File: src/rtl/ctrl_fsm.sv
// Sequenced control unit: decodes instruction words into per-cycle datapath enables.
// Optional LFSR ops and LFSR argument select are enabled by `CTRL_FSM_LFSR_OPS_EN.
module ctrl_fsm #(
   parameter int EXT_WORDS = 1,
   parameter int PCW       = 9,
   parameter int AW        = 9,
   parameter int DW        = 8
) (
   input  logic           Clk,
   input  logic           Reset_n,
   input  logic           InstValid,
   input  logic [8:0]     Instruction,
   input  logic [2:0]     CMPBits,
   output logic           BranchEn,
   output logic [PCW-1:0] BranchTarget,
   output logic [2:0]     MemCtl,
   output logic [AW-1:0]  MemoryTarget,
   output logic [3:0]     RegCtl,
   output logic           CMPLoadEn,
   output logic [3:0]     OPCode,
   output logic [1:0]     ALUInput,
   output logic [DW-1:0]  ImmediateOut,
   output logic [2:0]     LFSRCtl,
   output logic           Ack,
   output logic [1:0]     Mode
);

   localparam int OPW = EXT_WORDS * 9;
   localparam int OW  = (EXT_WORDS > 1) ? (EXT_WORDS - 1) * 9 : 1;

   localparam logic [3:0] OP_NONE = 4'd0;
   localparam logic [3:0] OP_ADD  = 4'd1;
   localparam logic [3:0] OP_SUB  = 4'd2;
   localparam logic [3:0] OP_ADM  = 4'd3;
   localparam logic [3:0] OP_RSH  = 4'd4;
   localparam logic [3:0] OP_RSHZ = 4'd5;
   localparam logic [3:0] OP_AND  = 4'd6;
   localparam logic [3:0] OP_OR   = 4'd7;
   localparam logic [3:0] OP_XOR  = 4'd8;
   localparam logic [3:0] OP_XORA = 4'd9;
   localparam logic [3:0] OP_LSH  = 4'd10;
   localparam logic [3:0] OP_LSHZ = 4'd11;

   typedef enum logic [1:0] {
      S_REG  = 2'b00,
      S_TGT  = 2'b01,
      S_IMM  = 2'b10,
      S_HALT = 2'b11
   } state_e;

   state_e          state_q, state_d;
   logic [8:0]      prev_q, prev_d;
   logic [1:0]      cnt_q, cnt_d;
   logic [OW-1:0]   opnd_q, opnd_d;
   logic [OPW-1:0]  opr;
   logic            last, cond, shift;
   logic [5:0]      md, mp;
   logic            br_en, mem_we, mem_val, mem_addr;
   logic            reg_clr, acc_clr, reg_ld, acc_ld, cmp_ld, ack;
   logic [3:0]      op;
   logic [1:0]      alu;
   logic [PCW-1:0]  br_tgt;
`ifdef CTRL_FSM_LFSR_OPS_EN
   logic [2:0]      lfsr;
`endif

   // Returns {RegLoad, AccLoad, opcode}; all zero for non-math words.
   function automatic logic [5:0] math_dec(input logic [8:0] w);
      logic [3:0] o;
      o = OP_NONE;
      if (!w[8]) begin
         case (w[7:4])
            4'h1:    o = OP_ADD;
            4'h2:    o = OP_SUB;
            4'h3:    o = OP_ADM;
            4'h4:    o = w[1] ? OP_RSH : OP_RSHZ;
            4'h5:    o = OP_AND;
            4'h6:    o = OP_OR;
            4'h7:    o = OP_XOR;
            4'h8:    o = OP_XORA;
            4'h9:    o = w[1] ? OP_LSH : OP_LSHZ;
            default: o = OP_NONE;
         endcase
      end
      math_dec = {(o != OP_NONE) && (w[7:4] == 4'h3),
                  (o != OP_NONE) && (w[7:4] != 4'h3), o};
   endfunction

   always_comb begin
      opr = (OPW'(opnd_q) << 9) | OPW'(Instruction);
   end

   assign last  = (cnt_q == 2'(EXT_WORDS - 1));
   assign md    = math_dec(Instruction);
   assign mp    = math_dec(prev_q);
   assign shift = (Instruction[7:4] == 4'h4) || (Instruction[7:4] == 4'h9);

   always_comb begin
      unique case (Instruction[6:4])
         3'd0: cond = 1'b1;
         3'd1: cond = CMPBits[2];
         3'd2: cond = CMPBits[0];
         3'd3: cond = CMPBits[0] | CMPBits[1];
         3'd4: cond = ~CMPBits[0];
         3'd5: cond = ~CMPBits[0] | CMPBits[1];
         3'd6: cond = CMPBits[1];
         3'd7: cond = ~CMPBits[1];
      endcase
   end

   always_comb begin
      state_d  = state_q;
      prev_d   = prev_q;
      cnt_d    = cnt_q;
      opnd_d   = opnd_q;
      br_en    = 1'b0;
      br_tgt   = PCW'(EXT_WORDS + 1);
      mem_we   = 1'b0;
      mem_val  = 1'b0;
      mem_addr = 1'b0;
      reg_clr  = 1'b0;
      acc_clr  = 1'b0;
      reg_ld   = 1'b0;
      acc_ld   = 1'b0;
      cmp_ld   = 1'b0;
      op       = OP_NONE;
      alu      = 2'b00;
      ack      = (state_q == S_HALT);
`ifdef CTRL_FSM_LFSR_OPS_EN
      lfsr     = 3'b000;
`endif
      if (InstValid) begin
         case (state_q)
            S_REG: begin
               prev_d = Instruction;
               if (Instruction[8]) begin
                  if (Instruction[7]) begin
                     if (cond) state_d = S_TGT;
                     else      br_en   = 1'b1;
                  end
               end else if (Instruction[7:4] == 4'h0) begin
                  case (Instruction[3:0])
                     4'h1: acc_clr = 1'b1;
                     4'h2: reg_clr = 1'b1;
`ifdef CTRL_FSM_LFSR_OPS_EN
                     4'h3: lfsr = 3'b001;
                     4'h4: lfsr = 3'b010;
                     4'h5: lfsr = 3'b100;
`endif
                     4'h6: begin
                        op     = OP_ADD;
                        alu    = 2'b01;
                        acc_ld = 1'b1;
                     end
                     4'h8: cmp_ld = 1'b1;
                     4'hC, 4'hD: state_d = S_TGT;
                     4'hE: begin
                        mem_we  = 1'b1;
                        mem_val = 1'b1;
                     end
                     4'hF: begin
                        ack     = 1'b1;
                        state_d = S_HALT;
                     end
                     default: ;
                  endcase
               end else if (md[3:0] != OP_NONE) begin
                  case (Instruction[3:2])
                     2'b00: {reg_ld, acc_ld, op} = md;
                     2'b01: state_d = S_TGT;
                     2'b10: state_d = S_IMM;
                     2'b11: begin
`ifdef CTRL_FSM_LFSR_OPS_EN
                        if (!shift) begin
                           {reg_ld, acc_ld, op} = md;
                           alu = 2'b11;
                        end
`endif
                     end
                  endcase
               end
            end
            S_TGT, S_IMM: begin
               if (!last) begin
                  opnd_d = OW'(opr);
                  cnt_d  = cnt_q + 2'd1;
               end else begin
                  opnd_d  = '0;
                  cnt_d   = 2'd0;
                  state_d = S_REG;
                  if (state_q == S_IMM) begin
                     {reg_ld, acc_ld, op} = mp;
                     alu = 2'b10;
                  end else if (prev_q[8]) begin
                     br_en  = 1'b1;
                     br_tgt = PCW'(opr);
                  end else begin
                     {reg_ld, acc_ld, op} = mp;
                     alu      = 2'b01;
                     mem_addr = 1'b1;
                     // Stores: C writes the accumulator value, D the raw path.
                     if (prev_q == 9'h00C) begin
                        mem_we  = 1'b1;
                        mem_val = 1'b1;
                     end else if (prev_q == 9'h00D) begin
                        mem_we  = 1'b1;
                     end
                  end
               end
            end
            default: ;
         endcase
      end
   end

   always_ff @(posedge Clk or negedge Reset_n) begin
      if (!Reset_n) begin
         state_q <= S_REG;
         prev_q  <= '0;
         cnt_q   <= '0;
         opnd_q  <= '0;
      end else begin
         state_q <= state_d;
         prev_q  <= prev_d;
         cnt_q   <= cnt_d;
         opnd_q  <= opnd_d;
      end
   end

   assign BranchEn     = br_en;
   assign BranchTarget = br_tgt;
   assign MemCtl       = {mem_we, mem_val, mem_addr};
   assign MemoryTarget = AW'(opr);
   assign RegCtl       = {reg_clr, acc_clr, reg_ld, acc_ld};
   assign CMPLoadEn    = cmp_ld;
   assign OPCode       = op;
   assign ALUInput     = alu;
   assign ImmediateOut = DW'(opr);
   assign Ack          = ack;
   assign Mode         = state_q;
`ifdef CTRL_FSM_LFSR_OPS_EN
   assign LFSRCtl      = lfsr;
`else
   assign LFSRCtl      = 3'b000;
`endif

endmodule

File: config.mk
export PLATFORM = sky130hd
export DESIGN_NAME = ctrl_fsm
export DESIGN_NICKNAME = d
export VERILOG_FILES = /design/src/rtl/ctrl_fsm.sv
export SDC_FILE = /design/constraint.sdc
export NUM_CORES = 1
export LEC_CHECK = 0
export CAP_MARGIN = 20
export CORE_ASPECT_RATIO = 0.75
export CORE_MARGIN = 8
export CORE_UTILIZATION = 44
export CTS_CLUSTER_DIAMETER = 120
export DETAILED_ROUTE_END_ITERATION = 10
export PLACE_DENSITY = 0.88
export SETUP_SLACK_MARGIN = 0.15
export SLEW_MARGIN = 5
export SYNTH_ARGS = -nofsm -noshare
export SYNTH_HDL_FRONTEND = slang
export SYNTH_SLANG_ARGS = --single-unit
File: constraint.sdc
create_clock -name Clk -period 2.56 [get_ports Clk]
set_input_delay 0.512 -clock Clk [delete_from_list [all_inputs] [get_ports Clk]]
set_output_delay 0.512 -clock Clk [all_outputs]
set_load 0.01 [all_outputs]
# After elaboration in Yosys (flattened, before gate mapping)
# Cells that the tools add are included.
# totals
reg_bits	13
inputBits	15
out_inout_bits	47
elab_cells	183
# op_classes
addsub	1
n_eq_ne	48
mux	110
bitwise_logic	4
reduce_logical	17
# op_table
op	n
2-to-1 mux 1 bit	72
case mux 4 bit (9 select lines)	2
2-to-1 mux 9 bit	5
2-to-1 mux 4 bit	10
equality test 4 x 3 -> 1 bit (second input constant)	9
equality test 4 bit (second input constant)	9
equality test 4 x 2 -> 1 bit (second input constant)	5
2-to-1 mux 2 bit	10
equality test 9 x 4 -> 1 bit (second input constant)	2
case mux 2 bit (2 select lines)	4
equality test 3 bit (second input constant)	4
equality test 4 x 1 -> 1 bit (second input constant)	3
inequality test 5 x 3 -> 1 bit (second input constant)	2
case mux 1 bit (2 select lines)	5
inequality test 4 x 2 -> 1 bit (second input constant)	2
case mux 1 bit (8 select lines)	1
case mux 4 bit (2 select lines)	1
AND reduction 8 bit	1
nonzero test 4 bit	2
equality test 2 bit (second input constant)	3
equality test 3 x 2 -> 1 bit (second input constant)	2
logical NOT 2 bit	3
inequality test 3 bit (second input constant)	2
equality test 2 x 1 -> 1 bit (second input constant)	2
other kinds (12)	19

# Longest topological paths before layout
# Gate-level depths: netlist of run 1.
# logic_depth
word_depth	11
mapped_depth	8
ltp_nobuf	7

# Least setup slack after synthesis of run 1
# OpenSTA, ideal clock, no wires.
# synth_path
path_kind	input to output
from	input port Instruction[4]
to	output port RegCtl[0]
arrival_ns	1.803
required_ns	2.048
path_slack_ns	0.245
stages	6
n_path_buf	2
cell_sequence	buf_2 -> nor4_1 -> nor4_1 -> o311ai_1 -> a31oi_1 -> buf_4
# synth_via
elab_chain_cells	11
elab_cells_between_ends	21
cone_classes	10 x eq/ne; 8 x mux; 3 x reduce/logical
# synth_lines
item	line	rtl
start: declaration	12	input logic [8:0] Instruction,
equality test 4 bit, or another cell as far along	72	case (w[7:4])
case mux 4 bit (9 select lines)	72	
2-to-1 mux 4 bit	71	if (!w[8]) begin
nonzero test 4 bit	86, 167	
logical AND 1 bit	86	(o != OP_NONE) && (w[7:4] != 4'h3), o};
2-to-1 mux 1 bit	168	case (Instruction[3:2])
2-to-1 mux 1 bit	167	end else if (md[3:0] != OP_NONE) begin
2-to-1 mux 1 bit (*)	141	end else if (Instruction[7:4] == 4'h0) begin
2-to-1 mux 1 bit (*)	136	if (Instruction[8]) begin
case mux 1 bit (2 select lines) (*)	133	case (state_q)
2-to-1 mux 1 bit (*)	132	if (InstValid) begin
end: declaration	18	output logic [3:0] RegCtl,
# Every way passes the cells marked *; elsewhere a longest branch is shown, timed or not.

# Final worst setup path of run 1
# layout_path
from	register state_q[1], in the netlist Mode[1]
to	output port BranchTarget[1]
# layout_via
elab_chain_cells	5
elab_cells_between_ends	7
cone_classes	2 x eq/ne; 4 x mux; 1 x reduce/logical
# layout_lines
item	line	rtl
start: declaration	51	state_e state_q, state_d;
start signal: assignment	223	state_q <= state_d;
equality test 2 bit	133, 191	
2-to-1 mux 9 bit	191	if (state_q == S_IMM) begin
2-to-1 mux 9 bit	184	if (!last) begin
2-to-1 mux 9 bit (*)	133	
2-to-1 mux 9 bit (*)	132	
end: declaration	15	output logic [PCW-1:0] BranchTarget,
# Marked as above.

==> results.cfg, run 1 <==
[run_status]
status = finished, final reports clean

[setup_path]
worstPathArrival_ps = 1960
path_max_fanout = 5
cp-end-kind = output port
worstPathRequired_ps = 2050
crit_type = reg2out
crit_path_top_delay_cell = dfrtp_1
path_common_cell = buf_4
crit_family = buffers and inverters
worstPathCellList = inv_2, ha_4, buf_4, nand4_1, buf_4, or3_1, buf_2
max_stage_delay_ps = 390
critPathLaunchType = flip-flop
path_buf_inv = 4

[sta]
fmax_ghz = 0.404
final_hold_viol_count = 0
drv_slew = 0
setup_viol = 0
layout_min_cycle_time_ps = 2470
hold_slack_ps = 500
rsz0062_at_grt = true
tightest_slew_ps = 631
setup_slack_ps = 86.6
period_share_pct = 96.6
final.setup_skew_ps = 4.61
slew_headroom_pct = 57.8
finalSetupTns_ps = 0

[layout]
final_cell_area_sq_um = 2330
final_common_cell = buf_4
nFillCells = 258
multi_input_area_sq_um = 1050
area_delta_synth_final_pct = 53.7
drive_gt1_share_pct = 42.7
num_antenna_cells = 0
stdcell_count = 307
seq_area_sq_um = 325
fin_nets = 288
layout_common_cells = buf_4 (43), buf_2 (22), clkdlybuf4s50_1 (21)

[placed_design]
place_inst = 296
pre_cts_slack_ps = -646
dp_hpwl_um = 3660
gp_congestion = 0.922
port_buffers = 58
placed_area_sq_um = 2180

[pwr]
switchingPower_mw = 0.830
swShare_pct = 43.9
ir_drop_uv = 641
intPower_mw = 1.06
p_clk_share_pct = 10.2
pwr-share-comb_pct = 68.4
cellLeakagePower_nw = 1.13
p_per_area_nw_per_um2 = 812
seqPwrFrac_pct = 21.4

[synthesis]
ys_types = 48
synth_top_area_share_pct = 21.5
synth_seq_area_share_pct = 21.5
synth_largest_area_cell = dfrtp_1
yosys_warnings = 0
synthCells = 197
synth_edf_count = 0
ys_ff_latch = 13
synth_ff_type = dfrtp_1
syn_avg_cell_area_sq_um = 7.70
synthTopCellsByArea = dfrtp_1 (21%), buf_4 (13%), mux2_2 (7.4%)
ys_async_sr_fraction_pct = 100
netlist_area_sq_um = 1520

[clock_tree]
cts_tree = done
clock_sinks = 13
clk_latency_ps = 250
path_clk_slew_ps = 60
cts_buffers = 3
cts.path.max_buffers = 2
hold_buffers = 0
htree_levels = 1
clockRootBuffer = clkbuf_8

[drt]
wl_per_cell_um = 17.6
dr.pass1.iters = 5
num_vias = 1679
drc_errors = 0
drtIter0Drc = 120
wl_um = 5390
drt-vias-per-instance = 5.47
drtAntennaViolNets = 0

[global_routing]
grt_pass1_wl_um = 8470
grt_pass1_vias = 1699
grt_max_degree = 16
grt-ovfl-total = 0
grt_use_total_pct = 18.5
grt_antenna_before_repair = 0

[die]
ios = 62
core_sq_um = 3290
start_util_pct = 46.1
die_x_um = 83.8
dieArea_sq_um = 5600
rows = 18
die_y_um = 66.8

[worst_hold_path]
hp-class = reg2reg

[run]
maxCapViolCount = 0
-- final timing paths --
kind	start	to	slack, ps	cells after the start
min reg2reg	prev_q[2]	prev_q[2]	500	1
max	Mode[1]	BranchTarget[1]	90	7
min in group asynchronous	Reset_n	Mode[0]	650	1
min	prev_q[2]	prev_q[2]	500	1
max in group asynchronous	Reset_n	prev_q[7]	1500	1
max reg2reg	Mode[0]	Mode[0]	610	7
-- cell usage after synthesis (2+ instances only) --
cell and instances:
o22ai_1 3, nor3_1 3, and3_1 3, buf_2 2, ha_1 5, nor4b_1 2, a21oi_1 11, a31oi_1 3
xor2_1 2, clkbuf_1 9, nor2b_1 8, nand2_1 17, a22oi_1 2, nand4_1 2, inv_1 12, mux2_4 2
and2_1 7, nand2b_1 2, buf_4 27, nand3b_1 2, nor4_1 4, mux2i_1 2, o21ai_0 3, a311oi_1 2
nor2_1 17, mux2_2 10, dfrtp_1 13, nand3_1 2
-- power groups by stage --
stage,logic (mW),registers (mW),clock network [mW]
6_report,1.29,0.406,0.193
3_5_place_dp,1.13,0.388,0
3_3_place_gp,1.10,0.381,0
4_1_cts,1.19,0.399,0.196
5_1_grt,1.38,0.417,0.206
2_1_floorplan,0.680,0.351,0
-- cells by family after synthesis --
kind of cell	count (synthesis)	share of synthesized area, %
and+or+nand+nor	76	27.1
buffers and inverters	51	20.0
AOI/OAI and AO/OA	34	14.7
muxes	14	10.7
DFF	13	21.5
adders and majority gates	5	4.13
xor gates and xnor gates	3	1.73
other	1	0.247
-- area by class of cell --
cell class	count	share of cell area [%]
sequential	13	14.0
clock buffer	4	1.93
tap	40	2.15
timing repair buffer	103	34.8
multi-input combinational	135	45.2
inverter	12	1.93
-- layer usage --
| metal | vias to the layer above | GRT usage [%] | share of wire, % |
|---|---|---|---|
| met3 | 15 | 5.24 | 6.2 |
| met4 | 0 | 7.73 | 2.3 |
| met1 | 802 | 20.2 | 41 |
| met2 | 73 | 33.2 | 51 |
| met5 | - | 0 | 0 |
| li1 | 789 | - | - |
-- what timing repair did --
item / CTS / global route
setup endpoints to repair: 27 / 25
pin swaps: 12 / 13
resized for setup: 124 / 24
setup buffers: 6 / 1
-- sequential cells by signal, summed over array words and instances (netlist names) --
signal and cells:
Mode 2, prev_q 9, cnt_q 2
-- through the flow --
step                      power, mW  utilization, %
after floorplan                1.03               -
after global placement         1.48            66.4
after detailed placement       1.52            66.4
after CTS                      1.78            70.0
after global routing           2.00            70.9
final                          1.89            70.9
No activity file was read; power rests on OpenSTA's default activity.
==> run 2, diff against run 1 <==
--- a/config.mk
+++ b/config.mk
@@ -5,13 +5,16 @@
 export SDC_FILE = /design/constraint.sdc
 export NUM_CORES = 1
 export LEC_CHECK = 0
-export CAP_MARGIN = 20
+export CAP_MARGIN = 25
+export CELL_PAD_IN_SITES_DETAIL_PLACEMENT = 1
+export CELL_PAD_IN_SITES_GLOBAL_PLACEMENT = 1
 export CORE_ASPECT_RATIO = 0.75
 export CORE_MARGIN = 8
-export CORE_UTILIZATION = 44
+export CORE_UTILIZATION = 30
 export CTS_CLUSTER_DIAMETER = 120
 export DETAILED_ROUTE_END_ITERATION = 10
-export PLACE_DENSITY = 0.88
+export GPL_TIMING_DRIVEN = 0
+export PLACE_DENSITY = 0.86
 export SETUP_SLACK_MARGIN = 0.15
 export SLEW_MARGIN = 5
 export SYNTH_ARGS = -nofsm -noshare
==> results.cfg, run 2 (synthesis results as in run 1) <==
[setup_path]
crit_type = reg2out
crit_family = simple AND/OR/NAND/NOR gates
worstPathCellList = inv_1, ha_2, nand2_4, nor3_4, nand4_1, or2_4, a21oi_2, buf_4, buf_6
r2r_slack_ps = 550
worstPathRequired_ps = 2050
crit_cells = 9
max_stage_delay_ps = 400
critPathLaunchType = flip-flop
cp-end-kind = output port
path_buf_inv = 3
reg2reg_depth = 7
path_max_fanout = 4
crit_path_top_delay_cell = dfrtp_1
worstPathArrival_ps = 2050

[clock_tree]
clock_sinks = 13
clk_latency_ps = 250
hold_buffers = 0
cts.path.max_buffers = 2
clockRootBuffer = clkbuf_8
htree_levels = 1
cts_buffers = 3
cts_tree = done
path_clk_slew_ps = 60

[drt]
wl_per_cell_um = 20.6
drtAntennaViolNets = 0
wl_um = 7430
num_vias = 1924
drt-vias-per-instance = 5.34
drtIter0Drc = 70
drc_errors = 0
dr.pass1.iters = 4

[die]
core_sq_um = 4870
ios = 62
die_x_um = 98.1
dieArea_sq_um = 7610
start_util_pct = 31.1
die_y_um = 77.6
rows = 22

[layout]
final_common_cell = buf_4
seq_area_sq_um = 327
regMostFlops = prev_q
largest_register_ffs = 9
num_antenna_cells = 0
drive_gt1_share_pct = 53.7
layout_common_cells = buf_4 (61), clkdlybuf4s50_1 (22), buf_6 (21)
fin_nets = 321
multi_input_area_sq_um = 1110
area_delta_synth_final_pct = 81.1
nFillCells = 579

[sta]
drv_slew = 0
final.setup_skew_ps = 5.08
fmax_ghz = 0.390
rsz0062_at_grt = true
setup_slack_ps = -3.97
final_hold_viol_count = 0
hold_slack_ps = 508
tightest_slew_ps = 629
slew_headroom_pct = 57.9
period_share_pct = 100
layout_min_cycle_time_ps = 2560
setup_viol = 1
finalSetupTns_ps = -3.97

[global_routing]
grt_pass1_vias = 1993
grt_max_degree = 14
grt_use_total_pct = 16.9
grt-ovfl-total = 0
grt_antenna_before_repair = 0
grt_pass1_wl_um = 10600

[run_status]
violations = setup timing
status = complete, but fails checks

[placed_design]
gp_congestion = 0.810
port_buffers = 57
dp_hpwl_um = 4170

[pwr]
cellLeakagePower_nw = 1.26
power_mw = 2.20
ir_drop_uv = 304
p_per_area_nw_per_um2 = 801

[worst_hold_path]
min_path_cells = 1
hp-class = reg2reg

[run]
maxCapViolCount = 0
run 2: cell types whose count changed in the layout (fill, tap and decap cells not counted), moves of 4 or more:
cell            change
dlymetal6s2s_1      -4
and2_4              +6
buf_2              -11
clkbuf_1            +4
buf_4              +18
and2_1              -6
buf_6              +19
run 2: area by class of cell:
type                            instances  share of cell area (%)
Clock buffer                            3                    1.50
Timing Repair Buffer                   97                    31.1
Sequential cell                        13                    11.9
Inverter                               12                    1.73
Multi-Input combinational cell        135                    40.3
Buffer                                 39                    10.6
Tap cell                               60                    2.73
Clock inverter                          1                   0.182
run 2: worst paths after layout:
path / from / end
setup / recovery: cnt_q[1] / MemCtl[1]
hold / removal: cnt_q[0] / cnt_q[0]
setup reg to reg: Mode[0] / Mode[0]
hold reg to reg: cnt_q[0] / cnt_q[0]
max in group asynchronous: Reset_n / Mode[1]
min in group asynchronous: Reset_n / prev_q[0]
run 2: what timing repair did:
item | 4_1_cts | 5_1_grt
setup endpoints to repair | 31 | 23
pin swaps | 15 | 26
resized for setup | 157 | 53
setup buffers | 29 | 11
run 2: through the flow:
step	setup WS (ps)	utilization [%]	area, sq um	instances
final	-3.97	56.4	2750	360
after global routing	-69.2	56.4	2750	360
after CTS	48.3	51.9	2530	349
after detailed placement	-1460	44.5	2170	316
after global placement	-1350	44.5	2170	316
after floorplan	245	-	1520	199
run 2: report_power, final:
| group | internal [mW] | switching (mW) | leakage (nW) | total (mW) |
|---|---|---|---|---|
| Sequential | 0.295 | 0.0780 | 0.158 | 0.373 |
| Clock | 0.108 | 0.0810 | 0.0255 | 0.189 |
| Combinational | 0.812 | 0.825 | 1.08 | 1.64 |
| Total | 1.21 | 0.984 | 1.26 | 2.20 |
run 2: per-layer routing:
metal	wire length (um)	vias up	global-route usage [%]
met5	0	-	0
met4	154	0	5.89
met3	415	12	5.17
met2	3690	67	30.3
met1	3170	985	18.6
li1	-	860	-
==> run 3, diff against run 2 <==
--- a/config.mk
+++ b/config.mk
@@ -13,8 +13,8 @@
 export CORE_UTILIZATION = 30
 export CTS_CLUSTER_DIAMETER = 120
 export DETAILED_ROUTE_END_ITERATION = 10
-export GPL_TIMING_DRIVEN = 0
 export PLACE_DENSITY = 0.86
+export REMOVE_ABC_BUFFERS = 1
 export SETUP_SLACK_MARGIN = 0.15
 export SLEW_MARGIN = 5
 export SYNTH_ARGS = -nofsm -noshare
==> results.cfg, run 3 (synthesis results as in run 1) <==
[run_status]
status = finished, final reports clean

[drt]
wl_per_cell_um = 19.0
drt-vias-per-instance = 5.09
wl_um = 6400
drtAntennaViolNets = 0
drc_errors = 0
drtIter0Drc = 56
dr.pass1.iters = 4
num_vias = 1715

[sta]
period_share_pct = 93.6
final_hold_viol_count = 0
setup_viol = 0
fmax_ghz = 0.417
layout_min_cycle_time_ps = 2400
final.setup_skew_ps = 2.30
rsz0062_at_grt = true
tightest_slew_ps = 660
drv_slew = 0
slew_headroom_pct = 55.8

[placed_design]
gp_congestion = 0.846
port_buffers = 58
dp_hpwl_um = 4320
placed_area_sq_um = 2190

[layout]
fin_nets = 298
drive_gt1_share_pct = 48.0
area_delta_synth_final_pct = 61.9
largest_register_ffs = 9
layout_common_cells = buf_4 (49), clkdlybuf4s50_1 (22), nor2_1 (14), buf_2 (14), dfrtp_1 (13)
nFillCells = 591
final_cell_area_sq_um = 2450
num_antenna_cells = 0
final_common_cell = buf_4
regMostFlops = prev_q

[clock_tree]
path_clk_slew_ps = 60
clockRootBuffer = clkbuf_8
hold_buffers = 0
cts_tree = done
cts.path.max_buffers = 2
cts_buffers = 3
clock_sinks = 13
clk_latency_ps = 250
htree_levels = 1

[global_routing]
grt_pass1_vias = 1955
grt_pass1_wl_um = 10000
grt_use_total_pct = 16.1
grt_antenna_before_repair = 0
grt-ovfl-total = 0
grt_max_degree = 14

[die]
ios = 62
rows = 22
die_y_um = 77.6
dieArea_sq_um = 7610
start_util_pct = 31.1
core_sq_um = 4870
die_x_um = 98.1

[setup_path]
critPathLaunchType = flip-flop
crit_path_start = Mode[1]
cp-end-kind = output port
r2r_slack_ps = 580
worstPathRequired_ps = 2050
reg2reg_to = Mode[0]
worstPathArrival_ps = 1880
reg2reg_depth = 7
path_max_fanout = 3
crit_type = reg2out
reg2reg_from = Mode[1]
cp-endpoint = MemCtl[1]

[worst_hold_path]
min_from = cnt_q[0]
hp-class = reg2reg

[pwr]
cellLeakagePower_nw = 1.13
power_mw = 1.96
p_per_area_nw_per_um2 = 799
ir_drop_uv = 431

[run]
maxCapViolCount = 0
-- run 3: layout make-up --
class	count	area (sq um)	area share (%)
multi-input combinational	135	1080	43.8
timing repair buffer	113	888	36.2
sequential	13	325	13.3
tap	60	75.1	3.06
clock buffer	4	45.0	1.83
inverter	12	45.0	1.83
-- run 3: critical path: stages, from the launching register on --
cell	delay (ps)
dfrtp_1	410
buf_4	150
ha_2	180
nor3_2	160
buf_4	140
nand4_1	100
or2_4	260
a21oi_2	100
buf_2	140
-- run 3: repair_timing --
action | 4_1_cts | 5_1_grt
cloned | 0 | 0
gates resized for setup | 122 | 31
pin swaps | 19 | 10
endpoints found under the setup margin | 27 | 25
buffers inserted | 16 | 3
-- run 3: through the flow --
step	hold WS [ps]	TNS (ps)	utilization [%]	cells	setup slack [ps]
2_1_floorplan	216	0	-	160	293
3_3_place_gp	480	-9790	45.0	314	-741
3_5_place_dp	500	-10920	45.0	314	-808
4_1_cts	525	0	49.9	334	81.9
5_1_grt	529	0	50.4	337	64.3
6_report	519	0	50.4	337	164
-- run 3: routing by layer --
layer | GRT usage (%) | part of all wire (%)
met5 | 0 | 0
met3 | 4.81 | 5.2
met1 | 17.5 | 41
met4 | 4.50 | 3.0
met2 | 29.8 | 51
-- run 3: how the worst min path moves through the flow --
stage / slack, ps / depth (start not counted) / endpoint
after detailed placement: 500 / 1 / prev_q[0]
final: 520 / 1 / cnt_q[0]
after floorplan: 220 / 0 / Mode[0]
after CTS: 520 / 1 / cnt_q[0]
after global routing: 530 / 1 / cnt_q[0]
after global placement: 480 / 1 / prev_q[2]
-- run 3: power by group --
part           switching (mW)  total, mW  internal [mW]
clock network          0.0825      0.193          0.110
registers               0.115      0.409          0.294
logic                   0.673       1.36          0.687
total                   0.871       1.96           1.09
